### config.mk
export PLATFORM = sky130hd
export DESIGN_NAME = hpdmc_ctlif_v2_flat
export DESIGN_NICKNAME = d
export VERILOG_FILES = /design/src/rtl/hpdmc_ctlif_v2_if.sv /design/src/rtl/hpdmc_ctlif_v2.sv /design/src/flat_wrapper.sv
export SDC_FILE = /design/constraint.sdc
export NUM_CORES = 1
export LEC_CHECK = 0
export BUFFER_PORTS_ARGS = -buffer_cell sky130_fd_sc_hd__clkbuf_2
export CORE_ASPECT_RATIO = 0.5
export CORE_MARGIN = 2
export CORE_UTILIZATION = 45
export CTS_CLUSTER_DIAMETER = 200
export DETAILED_ROUTE_END_ITERATION = 8
export PLACE_DENSITY = 0.69
export SKIP_CTS_REPAIR_TIMING = 1
export SYNTH_ARGS = -nofsm -noshare
export SYNTH_HDL_FRONTEND = slang
export SYNTH_SLANG_ARGS = --single-unit
### constraint.sdc
create_clock -name sys_clk -period 3.2 [get_ports sys_clk]
set_input_delay 0.16 -clock sys_clk [delete_from_list [all_inputs] [get_ports sys_clk]]
set_output_delay 0.16 -clock sys_clk [all_outputs]
set_load 0.01 [all_outputs]
### src/rtl/hpdmc_ctlif_v2_if.sv
// CSR bus between the system-side master and the HPDMC control interface.
interface hpdmc_ctlif_v2_if;
  logic [13:0] csr_a;
  logic        csr_we;
  logic [31:0] csr_di;
  logic [31:0] csr_do;

  modport master (output csr_a, csr_we, csr_di, input csr_do);
  modport slave  (input csr_a, csr_we, csr_di, output csr_do);
endinterface

### src/rtl/hpdmc_ctlif_v2.sv
// HPDMC control interface: SDRAM pin control, timing registers, IDELAY lane
// taps and DQS phase-shift sequencing behind a small CSR bank.
//
// PS FSM states:
//   state   | meaning
//   PS_IDLE | no shift outstanding; a start request pulses dqs_psen
//   PS_WAIT | waiting for dqs_psdone, bounded by the timeout down-counter
module hpdmc_ctlif_v2 #(
  parameter logic [3:0] CSR_ADDR   = 4'h0,
  parameter int         ADR_W      = 13,
  parameter int         BA_W       = 2,
  parameter int         LANES      = 2,
  parameter int         TAP_W      = 6,
  parameter int         PS_TIMEOUT = 255
) (
  input  logic               sys_clk,
  input  logic               sys_rst_n,
  hpdmc_ctlif_v2_if.slave    csr,
  output logic               bypass,
  output logic               sdram_rst,
  output logic               sdram_cke,
  output logic               sdram_cs_n,
  output logic               sdram_we_n,
  output logic               sdram_cas_n,
  output logic               sdram_ras_n,
  output logic [ADR_W-1:0]   sdram_adr,
  output logic [BA_W-1:0]    sdram_ba,
  output logic [2:0]         tim_rp,
  output logic [2:0]         tim_rcd,
  output logic               tim_cas,
  output logic [10:0]        tim_refi,
  output logic [3:0]         tim_rfc,
  output logic [1:0]         tim_wr,
  output logic [LANES-1:0]   idelay_rst,
  output logic [LANES-1:0]   idelay_ce,
  output logic [LANES-1:0]   idelay_inc,
  output logic               dqs_psen,
  output logic               dqs_psincdec,
  input  logic               dqs_psdone,
  input  logic [1:0]         pll_stat
);

  localparam int TMR_W = (PS_TIMEOUT > 1) ? $clog2(PS_TIMEOUT + 1) : 1;

  typedef enum logic {PS_IDLE, PS_WAIT} ps_state_t;

  ps_state_t          ps_state;
  logic [TMR_W-1:0]   ps_tmr;
  logic               ps_dir;
  logic signed [9:0]  ps_pos;
  logic               ps_err;
  logic               ps_ovr;
  logic [1:0]         pll_meta;
  logic [1:0]         pll_sync;
  logic [TAP_W-1:0]   tap [LANES];

  logic        sel;
  logic [2:0]  reg_sel;
  logic        wr0, wr1, wr2, wr3, wr4;
  logic        ps_start;
  logic        ps_err_set;
  logic        ps_ovr_set;
  logic [31:0] rd_val;
  logic        unused_bits;

  assign sel     = (csr.csr_a[13:10] == CSR_ADDR);
  assign reg_sel = csr.csr_a[2:0];
  assign wr0     = sel && csr.csr_we && (reg_sel == 3'd0);
  assign wr1     = sel && csr.csr_we && (reg_sel == 3'd1);
  assign wr2     = sel && csr.csr_we && (reg_sel == 3'd2);
  assign wr3     = sel && csr.csr_we && (reg_sel == 3'd3);
  assign wr4     = sel && csr.csr_we && (reg_sel == 3'd4);

  assign ps_start   = wr3 && csr.csr_di[19];
  assign ps_ovr_set = ps_start && (ps_state != PS_IDLE);
  assign ps_err_set = (ps_state == PS_WAIT) && !dqs_psdone && (ps_tmr == '0);

  assign unused_bits = ^{csr.csr_di[31:24], csr.csr_a[9:3]};

  // Phase-shift sequencer; psincdec only carries meaning alongside psen.
  always_ff @(posedge sys_clk or negedge sys_rst_n) begin
    if (!sys_rst_n) begin
      ps_state     <= PS_IDLE;
      ps_tmr       <= '0;
      ps_dir       <= 1'b0;
      ps_pos       <= '0;
      dqs_psen     <= 1'b0;
      dqs_psincdec <= 1'b0;
    end else begin
      dqs_psen     <= 1'b0;
      dqs_psincdec <= 1'b0;
      case (ps_state)
        PS_IDLE: begin
          if (ps_start) begin
            dqs_psen     <= 1'b1;
            dqs_psincdec <= csr.csr_di[20];
            ps_dir       <= csr.csr_di[20];
            ps_tmr       <= TMR_W'(PS_TIMEOUT - 1);
            ps_state     <= PS_WAIT;
          end
        end
        PS_WAIT: begin
          if (dqs_psdone) begin
            ps_pos   <= ps_dir ? ps_pos + 10'sd1 : ps_pos - 10'sd1;
            ps_state <= PS_IDLE;
          end else if (ps_tmr == '0) begin
            ps_state <= PS_IDLE;
          end else begin
            ps_tmr <= ps_tmr - 1'b1;
          end
        end
        default: ps_state <= PS_IDLE;
      endcase
    end
  end

  // Sticky flags: a set event in the same cycle as a clear takes priority.
  always_ff @(posedge sys_clk or negedge sys_rst_n) begin
    if (!sys_rst_n) begin
      ps_err <= 1'b0;
      ps_ovr <= 1'b0;
    end else begin
      if (ps_err_set)
        ps_err <= 1'b1;
      else if (wr4 && csr.csr_di[2])
        ps_err <= 1'b0;
      if (ps_ovr_set)
        ps_ovr <= 1'b1;
      else if (wr4 && csr.csr_di[1])
        ps_ovr <= 1'b0;
    end
  end

  always_ff @(posedge sys_clk or negedge sys_rst_n) begin
    if (!sys_rst_n) begin
      pll_meta <= 2'b00;
      pll_sync <= 2'b00;
    end else begin
      pll_meta <= pll_stat;
      pll_sync <= pll_meta;
    end
  end

  always_ff @(posedge sys_clk or negedge sys_rst_n) begin
    if (!sys_rst_n) begin
      bypass    <= 1'b1;
      sdram_rst <= 1'b1;
      sdram_cke <= 1'b0;
    end else if (wr0) begin
      bypass    <= csr.csr_di[0];
      sdram_rst <= csr.csr_di[1];
      sdram_cke <= csr.csr_di[2];
    end
  end

  // Command strobes are single-cycle; address and bank persist for readback.
  always_ff @(posedge sys_clk or negedge sys_rst_n) begin
    if (!sys_rst_n) begin
      sdram_cs_n  <= 1'b1;
      sdram_we_n  <= 1'b1;
      sdram_cas_n <= 1'b1;
      sdram_ras_n <= 1'b1;
      sdram_adr   <= '0;
      sdram_ba    <= '0;
    end else begin
      sdram_cs_n  <= 1'b1;
      sdram_we_n  <= 1'b1;
      sdram_cas_n <= 1'b1;
      sdram_ras_n <= 1'b1;
      if (wr1) begin
        sdram_cs_n  <= ~csr.csr_di[0];
        sdram_we_n  <= ~csr.csr_di[1];
        sdram_cas_n <= ~csr.csr_di[2];
        sdram_ras_n <= ~csr.csr_di[3];
        sdram_adr   <= csr.csr_di[4 +: ADR_W];
        sdram_ba    <= csr.csr_di[4 + ADR_W +: BA_W];
      end
    end
  end

  always_ff @(posedge sys_clk or negedge sys_rst_n) begin
    if (!sys_rst_n) begin
      tim_rp   <= 3'd2;
      tim_rcd  <= 3'd2;
      tim_cas  <= 1'b0;
      tim_refi <= 11'd740;
      tim_rfc  <= 4'd8;
      tim_wr   <= 2'd2;
    end else if (wr2) begin
      tim_rp   <= csr.csr_di[2:0];
      tim_rcd  <= csr.csr_di[5:3];
      tim_cas  <= csr.csr_di[6];
      tim_refi <= csr.csr_di[17:7];
      tim_rfc  <= csr.csr_di[21:18];
      tim_wr   <= csr.csr_di[23:22];
    end
  end

  always_ff @(posedge sys_clk or negedge sys_rst_n) begin
    if (!sys_rst_n) begin
      idelay_rst <= '0;
      idelay_ce  <= '0;
      idelay_inc <= '0;
    end else if (wr3) begin
      idelay_rst <= csr.csr_di[LANES-1:0] & {LANES{csr.csr_di[16]}};
      idelay_ce  <= csr.csr_di[LANES-1:0] & {LANES{csr.csr_di[17]}};
      idelay_inc <= csr.csr_di[LANES-1:0] & {LANES{csr.csr_di[18]}};
    end else begin
      idelay_rst <= '0;
      idelay_ce  <= '0;
      idelay_inc <= '0;
    end
  end

  // Shadow of each lane's IDELAY tap; reset has priority over a step.
  always_ff @(posedge sys_clk or negedge sys_rst_n) begin
    if (!sys_rst_n) begin
      for (int i = 0; i < LANES; i++)
        tap[i] <= '0;
    end else if (wr3) begin
      for (int i = 0; i < LANES; i++) begin
        if (csr.csr_di[i]) begin
          if (csr.csr_di[16])
            tap[i] <= '0;
          else if (csr.csr_di[17])
            tap[i] <= csr.csr_di[18] ? tap[i] + TAP_W'(1) : tap[i] - TAP_W'(1);
        end
      end
    end
  end

  always_comb begin
    rd_val = '0;
    case (reg_sel)
      3'd0: rd_val[2:0] = {sdram_cke, sdram_rst, bypass};
      3'd1: begin
        rd_val[4 +: ADR_W]        = sdram_adr;
        rd_val[4 + ADR_W +: BA_W] = sdram_ba;
      end
      3'd2: rd_val[23:0] = {tim_wr, tim_rfc, tim_refi, tim_cas, tim_rcd, tim_rp};
      3'd4: begin
        rd_val[31:30] = pll_sync;
        rd_val[25:16] = ps_pos;
        rd_val[2:0]   = {ps_err, ps_ovr, ps_state == PS_WAIT};
      end
      3'd5: begin
        for (int i = 0; i < LANES; i++)
          rd_val[i*TAP_W +: TAP_W] = tap[i];
      end
      default: rd_val = '0;
    endcase
  end

  always_ff @(posedge sys_clk or negedge sys_rst_n) begin
    if (!sys_rst_n)
      csr.csr_do <= '0;
    else
      csr.csr_do <= sel ? rd_val : '0;
  end

endmodule
### src/flat_wrapper.sv
// flat-port wrapper written by rule: the top's interface ports become plain ports
module hpdmc_ctlif_v2_flat 
#(
  parameter logic [3:0] CSR_ADDR   = 4'h0,
  parameter int         ADR_W      = 13,
  parameter int         BA_W       = 2,
  parameter int         LANES      = 2,
  parameter int         TAP_W      = 6,
  parameter int         PS_TIMEOUT = 255
)
  (sys_clk, sys_rst_n, bypass, sdram_rst, sdram_cke, sdram_cs_n, sdram_we_n, sdram_cas_n, sdram_ras_n, sdram_adr, sdram_ba, tim_rp, tim_rcd, tim_cas, tim_refi, tim_rfc, tim_wr, idelay_rst, idelay_ce, idelay_inc, dqs_psen, dqs_psincdec, dqs_psdone, pll_stat, csr_csr_a, csr_csr_we, csr_csr_di, csr_csr_do);
  hpdmc_ctlif_v2_if csr_i ();
  input  logic sys_clk;
  input  logic sys_rst_n;
  output logic bypass;
  output logic sdram_rst;
  output logic sdram_cke;
  output logic sdram_cs_n;
  output logic sdram_we_n;
  output logic sdram_cas_n;
  output logic sdram_ras_n;
  output logic [ADR_W-1:0] sdram_adr;
  output logic [BA_W-1:0] sdram_ba;
  output logic [2:0] tim_rp;
  output logic [2:0] tim_rcd;
  output logic tim_cas;
  output logic [10:0] tim_refi;
  output logic [3:0] tim_rfc;
  output logic [1:0] tim_wr;
  output logic [LANES-1:0] idelay_rst;
  output logic [LANES-1:0] idelay_ce;
  output logic [LANES-1:0] idelay_inc;
  output logic dqs_psen;
  output logic dqs_psincdec;
  input  logic dqs_psdone;
  input  logic [1:0] pll_stat;
  input wire logic [$bits(csr_i.csr_a)-1:0] csr_csr_a;
  input wire logic [$bits(csr_i.csr_we)-1:0] csr_csr_we;
  input wire logic [$bits(csr_i.csr_di)-1:0] csr_csr_di;
  output wire logic [$bits(csr_i.csr_do)-1:0] csr_csr_do;
  assign csr_i.csr_a = csr_csr_a;
  assign csr_i.csr_we = csr_csr_we;
  assign csr_i.csr_di = csr_csr_di;
  assign csr_csr_do = csr_i.csr_do;
  hpdmc_ctlif_v2 #(.CSR_ADDR(CSR_ADDR), .ADR_W(ADR_W), .BA_W(BA_W), .LANES(LANES), .TAP_W(TAP_W), .PS_TIMEOUT(PS_TIMEOUT)) u_core (.sys_clk(sys_clk), .sys_rst_n(sys_rst_n), .csr(csr_i), .bypass(bypass), .sdram_rst(sdram_rst), .sdram_cke(sdram_cke), .sdram_cs_n(sdram_cs_n), .sdram_we_n(sdram_we_n), .sdram_cas_n(sdram_cas_n), .sdram_ras_n(sdram_ras_n), .sdram_adr(sdram_adr), .sdram_ba(sdram_ba), .tim_rp(tim_rp), .tim_rcd(tim_rcd), .tim_cas(tim_cas), .tim_refi(tim_refi), .tim_rfc(tim_rfc), .tim_wr(tim_wr), .idelay_rst(idelay_rst), .idelay_ce(idelay_ce), .idelay_inc(idelay_inc), .dqs_psen(dqs_psen), .dqs_psincdec(dqs_psincdec), .dqs_psdone(dqs_psdone), .pll_stat(pll_stat));
endmodule
After elaboration in Yosys (flattened, before gate mapping). Index checks and enable logic that the tools add are counted.

Register bits: 124. Bits of input ports: 52. Output and inout bits: 86. Logic and storage cells: 116.

Add/sub/neg operators: 7. Equality and inequality tests: 8. Multiplexer cells: 38. Bitwise operators: 8. Reductions and logical operators: 24.

Operator list (count): $mux W6 (6); $mux W32 (1); $mux W8 (3); $pmux W8 S3 (1); $pmux W8 S2 (1); $mux W1 (14); $add A6 B1 Y6 const B (2); $logic_and A1 B1 Y1 (12); $pmux W3 S4 (1); $sub A6 B1 Y6 const B (2); $add A10 B2 Y10 const B (1); $mux W10 (1); $mux W2 (5); $pmux W5 S2 (1); $sub A10 B2 Y10 const B (1); $pmux W3 S3 (1); $reduce_and A3 Y1 (3); $logic_not A8 Y1 (1); $pmux W4 S2 (1); $sub A8 B1 Y8 const B (1); $and A2 B2 Y2 (3); $eq A3 B2 Y1 const B (2); $eq A3 B3 Y1 const B (2); $reduce_bool A2 Y1 (3); other kinds (9) (16).

Depth between registers and ports, before layout.
Word-level depth: 6. Depth in mapped cells: 9. Gate-level depth less buffers: 8.

Least setup slack after synthesis. OpenSTA, ideal clock, no wires.

Path kind: register to register. From: register u_core.ps_dir. To: register u_core.ps_pos[9]. Setup time: 79 ps. Arrival time: 2205 ps. Required time: 3121 ps. Path slack: 916 ps. Cell stages (with the launch flop): 9. Path buffers: 0. Period minus slack after synthesis: 2284 ps. Cell sequence: dfrtp_1 inv_1 ha_1 a211oi_1 nor2_1 o41ai_1 mux2_2 a31oi_1 xor2_1.

Cells in the longest elaborated chain, start to end: 1.

RTL lines: start: declaration (line hpdmc_ctlif_v2.sv:49) `logic ps_dir;`; start signal: assignment (line hpdmc_ctlif_v2.sv:97) `ps_dir <= csr.csr_di[20];`; $mux W10 (line hpdmc_ctlif_v2.sv:104) `ps_pos <= ps_dir ? ps_pos + 10'sd1 : ps_pos - 10'sd1;`; end signal: assignment (line hpdmc_ctlif_v2.sv:104); end: declaration (line hpdmc_ctlif_v2.sv:50) `logic signed [9:0] ps_pos;`.

Every way passes these cells. A chain may end at the register's enable or synchronous reset.

Worst setup path in the final report. Same ends and word-level chain as after synthesis.

==> results.md <==
- Status: finished with violations
- Failing checks: negative hold slack
- Sequential fraction of the synthesis area: 52.4%
- DRC Markers: 0
- Max_slew headroom: 34.8%
- Area grow syn2layout: 26.8%
- Worst Setup End Kind: register
- Worst path bufs/invs: 1
- Share of cells above drive strength 1: 34.1%
- Final hold vios: 1
- Non-Filler Instances: 829
- Clock transition at path regs: approximately 60 ps
- Antenna cell count: 0
- Synthesized flop and latch total: 120
- Root Driver: clkbuf_16
- WP data arrival: slightly below 3000 ps
- Number of flops mapped to enable cells by yosys: 0
- Slew Viols, Final: 0
- DP Cell Count: between 700 and 800
- RSZ-0062 raised after global routing: false
- Post-synth ARST share: between 90% and 100%
- Avg Cell Area, Syn: 11.4 um2
- Die X: 164 um
- Worst R2R Setup Slack: ~570 ps
- DP HPWL: ~9000 um
- Post-Synthesis Cells: about 500
- Vert. Die Dim: 84.0 um
- Crit path kind: register to register
- DRT antenna net count: 0
- H-tree depth: 4
- Initial Utilization: 45.8%
- Slowest CP cell: dfrtp_1
- Maximum vdd drop: around 0.25 mV
- GRT met2 Usage: around 33%
- CTS max path bufs: 2
- Worst Hold Class: input pin to register
- Final GP Congestion: 0.849
- Synth Cell Area: 5770 um2
- Fin nets: 719
- Startpoint Class: register
- Vias in the first global route: between 4,000 and 5,000
- Cell with the most instances after synthesis: dfrtp_1
- Worst-path cell chain: inv_1 -> ha_1 -> a211oi_1 -> nor2_1 -> o41ai_1 -> mux2_2 -> a31oi_1 -> xor2_1
- GRT Max-Usage Layer: met2
- Final Setup Violations: 0
- Tmin final: roughly 2600 ps
- Worst skew pair latency: 410 ps
- Via total after detailed routing: 4,309
- CP Max Fanout: 9
- Power per cell area: ~560 nW/um2
- GRT met1 Usage: between 20 and 30%
- Initial antenna violation count: 0
- Leakage power: 3.58 nW
- CTS tree: built
- Row cnt: 29
- Largest net degree at the start of global routing: a little under 80
- Clock buffer count from CTS: 17
- Finished Core Util: about 58%
- Final WL: 13,800 um
- Hold Slack: -10.0 ps
- Die ar.: 13,800 um2
- Top Ports: 138
- Distinct cell type count after synthesis: 59
- Max-cap viol count: 0
- Tightest Pin Transition: 979 ps
- CP top delay family: compound AO/OA/AOI/OAI gates
- Drt wl/cell: 16.6 um
- Fin Setup TNS: 0 ps
- Fmax: 0.380 GHz
- CORE AREA: 12,600 um2
- Yosys top cell area share: 45.6%
- # clock sinks: 120
- GRT Total Usage: a little over a fifth
- Vias per cell: 5.20
- Router iterations before antenna repair: 4
- Total power: approximately 4 mW
- Global Route met3 Usage: 4.57%
- GRT Residual Overflow: 0
- Fin crit share: 82.2%
- Post-synth top cells: 105 x dfrtp_1, 53 x nor2_1, 40 x nand2_1, 25 x mux2_2
- Initial DRC Count: about 340
- Top cells by area, synth: dfrtp_1 46%, dfstp_2 6.8%, mux2_4 5.2%, mux2_2 4.9%, ha_1 3.9%
- I/O Buffers: roughly 120
- Synth Flop Type: dfrtp_1
- Skew final: 10.3 ps
- Critical path's largest stage delay: 430 ps
- Area leader, netlist: dfrtp_1
- Total of warnings raised by yosys: 0
- Crit path required time: between 3000 and 4000 ps
- First-pass GRT wire length: 22,200 um
final timing paths:
| kind | from | end | depth (start not counted) |
|---|---|---|---|
| setup / recovery | u_core.ps_dir$_DFFE_PN0P_ | u_core.ps_pos[9]$_DFFE_PN0P_ | 8 |
| min in group asynchronous | sys_rst_n | u_core.ps_tmr[4]$_DFFE_PN0P_ | 2 |
| hold reg to reg | u_core.pll_meta[1]$_DFF_PN0_ | u_core.pll_sync[1]$_DFF_PN0_ | 0 |
| setup reg to reg | u_core.ps_dir$_DFFE_PN0P_ | u_core.ps_pos[9]$_DFFE_PN0P_ | 8 |
| hold / removal | csr_csr_di[0] | u_core.sdram_cs_n$_DFF_PN1_ | 2 |
| max in group asynchronous | sys_rst_n | u_core.tim_refi[9]$_DFFE_PN1P_ | 3 |
state kept, by name, summed over array words and instances, names as in the netlist, 4 cells and up:
register,count
u_core.tim_rfc,4
u_core.csr.csr_do,28
u_core.ps_pos,10
u_core.sdram_adr,13
u_core.tap,12
u_core.tim_refi,11
u_core.ps_tmr,8
cell families (layout without fill, tap and decap cells):
kind of cell | Yosys count | count (layout) | share of synthesized area (%)
AOI/OAI and AO/OA | 110 | 110 | 12.9
muxes | 48 | 48 | 10.6
buffers and inverters | 43 | 195 | 4.17
xor gates and xnor gates | 14 | 14 | 2.13
adders and majority gates | 21 | 21 | 4.95
DFF | 120 | 120 | 52.4
other | 1 | 4 | 0.0650
and+or+nand+nor | 147 | 147 | 12.7
report_power, final:
group	internal [mW]	switching, mW
combinational	0.169	0.202
sequential	1.59	0.0637
clock	1.37	0.704
routing by layer:
layer | part of all wire [%] | up-vias
met2 | 49 | 92
met4 | 0.76 | 0
met1 | 47 | 2149
met3 | 3.4 | 9
li1 | - | 2059
met5 | 0 | -
metrics by stage:
| stage | worst slack (ps) | area [um2] |
|---|---|---|
| final | 571 | 7310 |
| after detailed placement | 596 | 6480 |
| after global placement | 667 | 6480 |
| after CTS | 566 | 7120 |
| after global routing | 377 | 7310 |
| after floorplan | 916 | 5780 |
layout make-up:
cell class | count | area (um2)
clock buffer | 21 | 470
clock inverter | 11 | 169
fill | 1056 | 5280
inverter | 19 | 71.3
multi-input combinational | 344 | 2510
sequential | 120 | 3020
tap | 170 | 213
timing repair buffer | 144 | 848
worst register-to-register path: cells and delay by family (launching register included):
| kind | cells | cell delay, ps |
|---|---|---|
| buf+inv | 1 | 290 |
| xor+xnor | 1 | 160 |
| simple gates | 1 | 120 |
| mux | 1 | 390 |
| fa+ha+maj | 1 | 320 |
| flops | 1 | 430 |
| compound gates | 3 | 850 |
cells in the final DEF (no fill, tap or decap), drive strengths merged, types with 9 or more instances in the layout:
cell | netlist | layout
a21oi | 19 | 19
a22oi | 21 | 21
and3 | 11 | 11
clkbuf | 10 | 138
dfrtp | 105 | 105
dfstp | 15 | 15
dlygate4sd3 | 0 | 19
ha | 18 | 18
inv | 19 | 20
mux2 | 45 | 45
nand2 | 40 | 40
nor2 | 54 | 54
nor2b | 9 | 9
o21ai | 23 | 23
(Power assumes the default switching activity.)
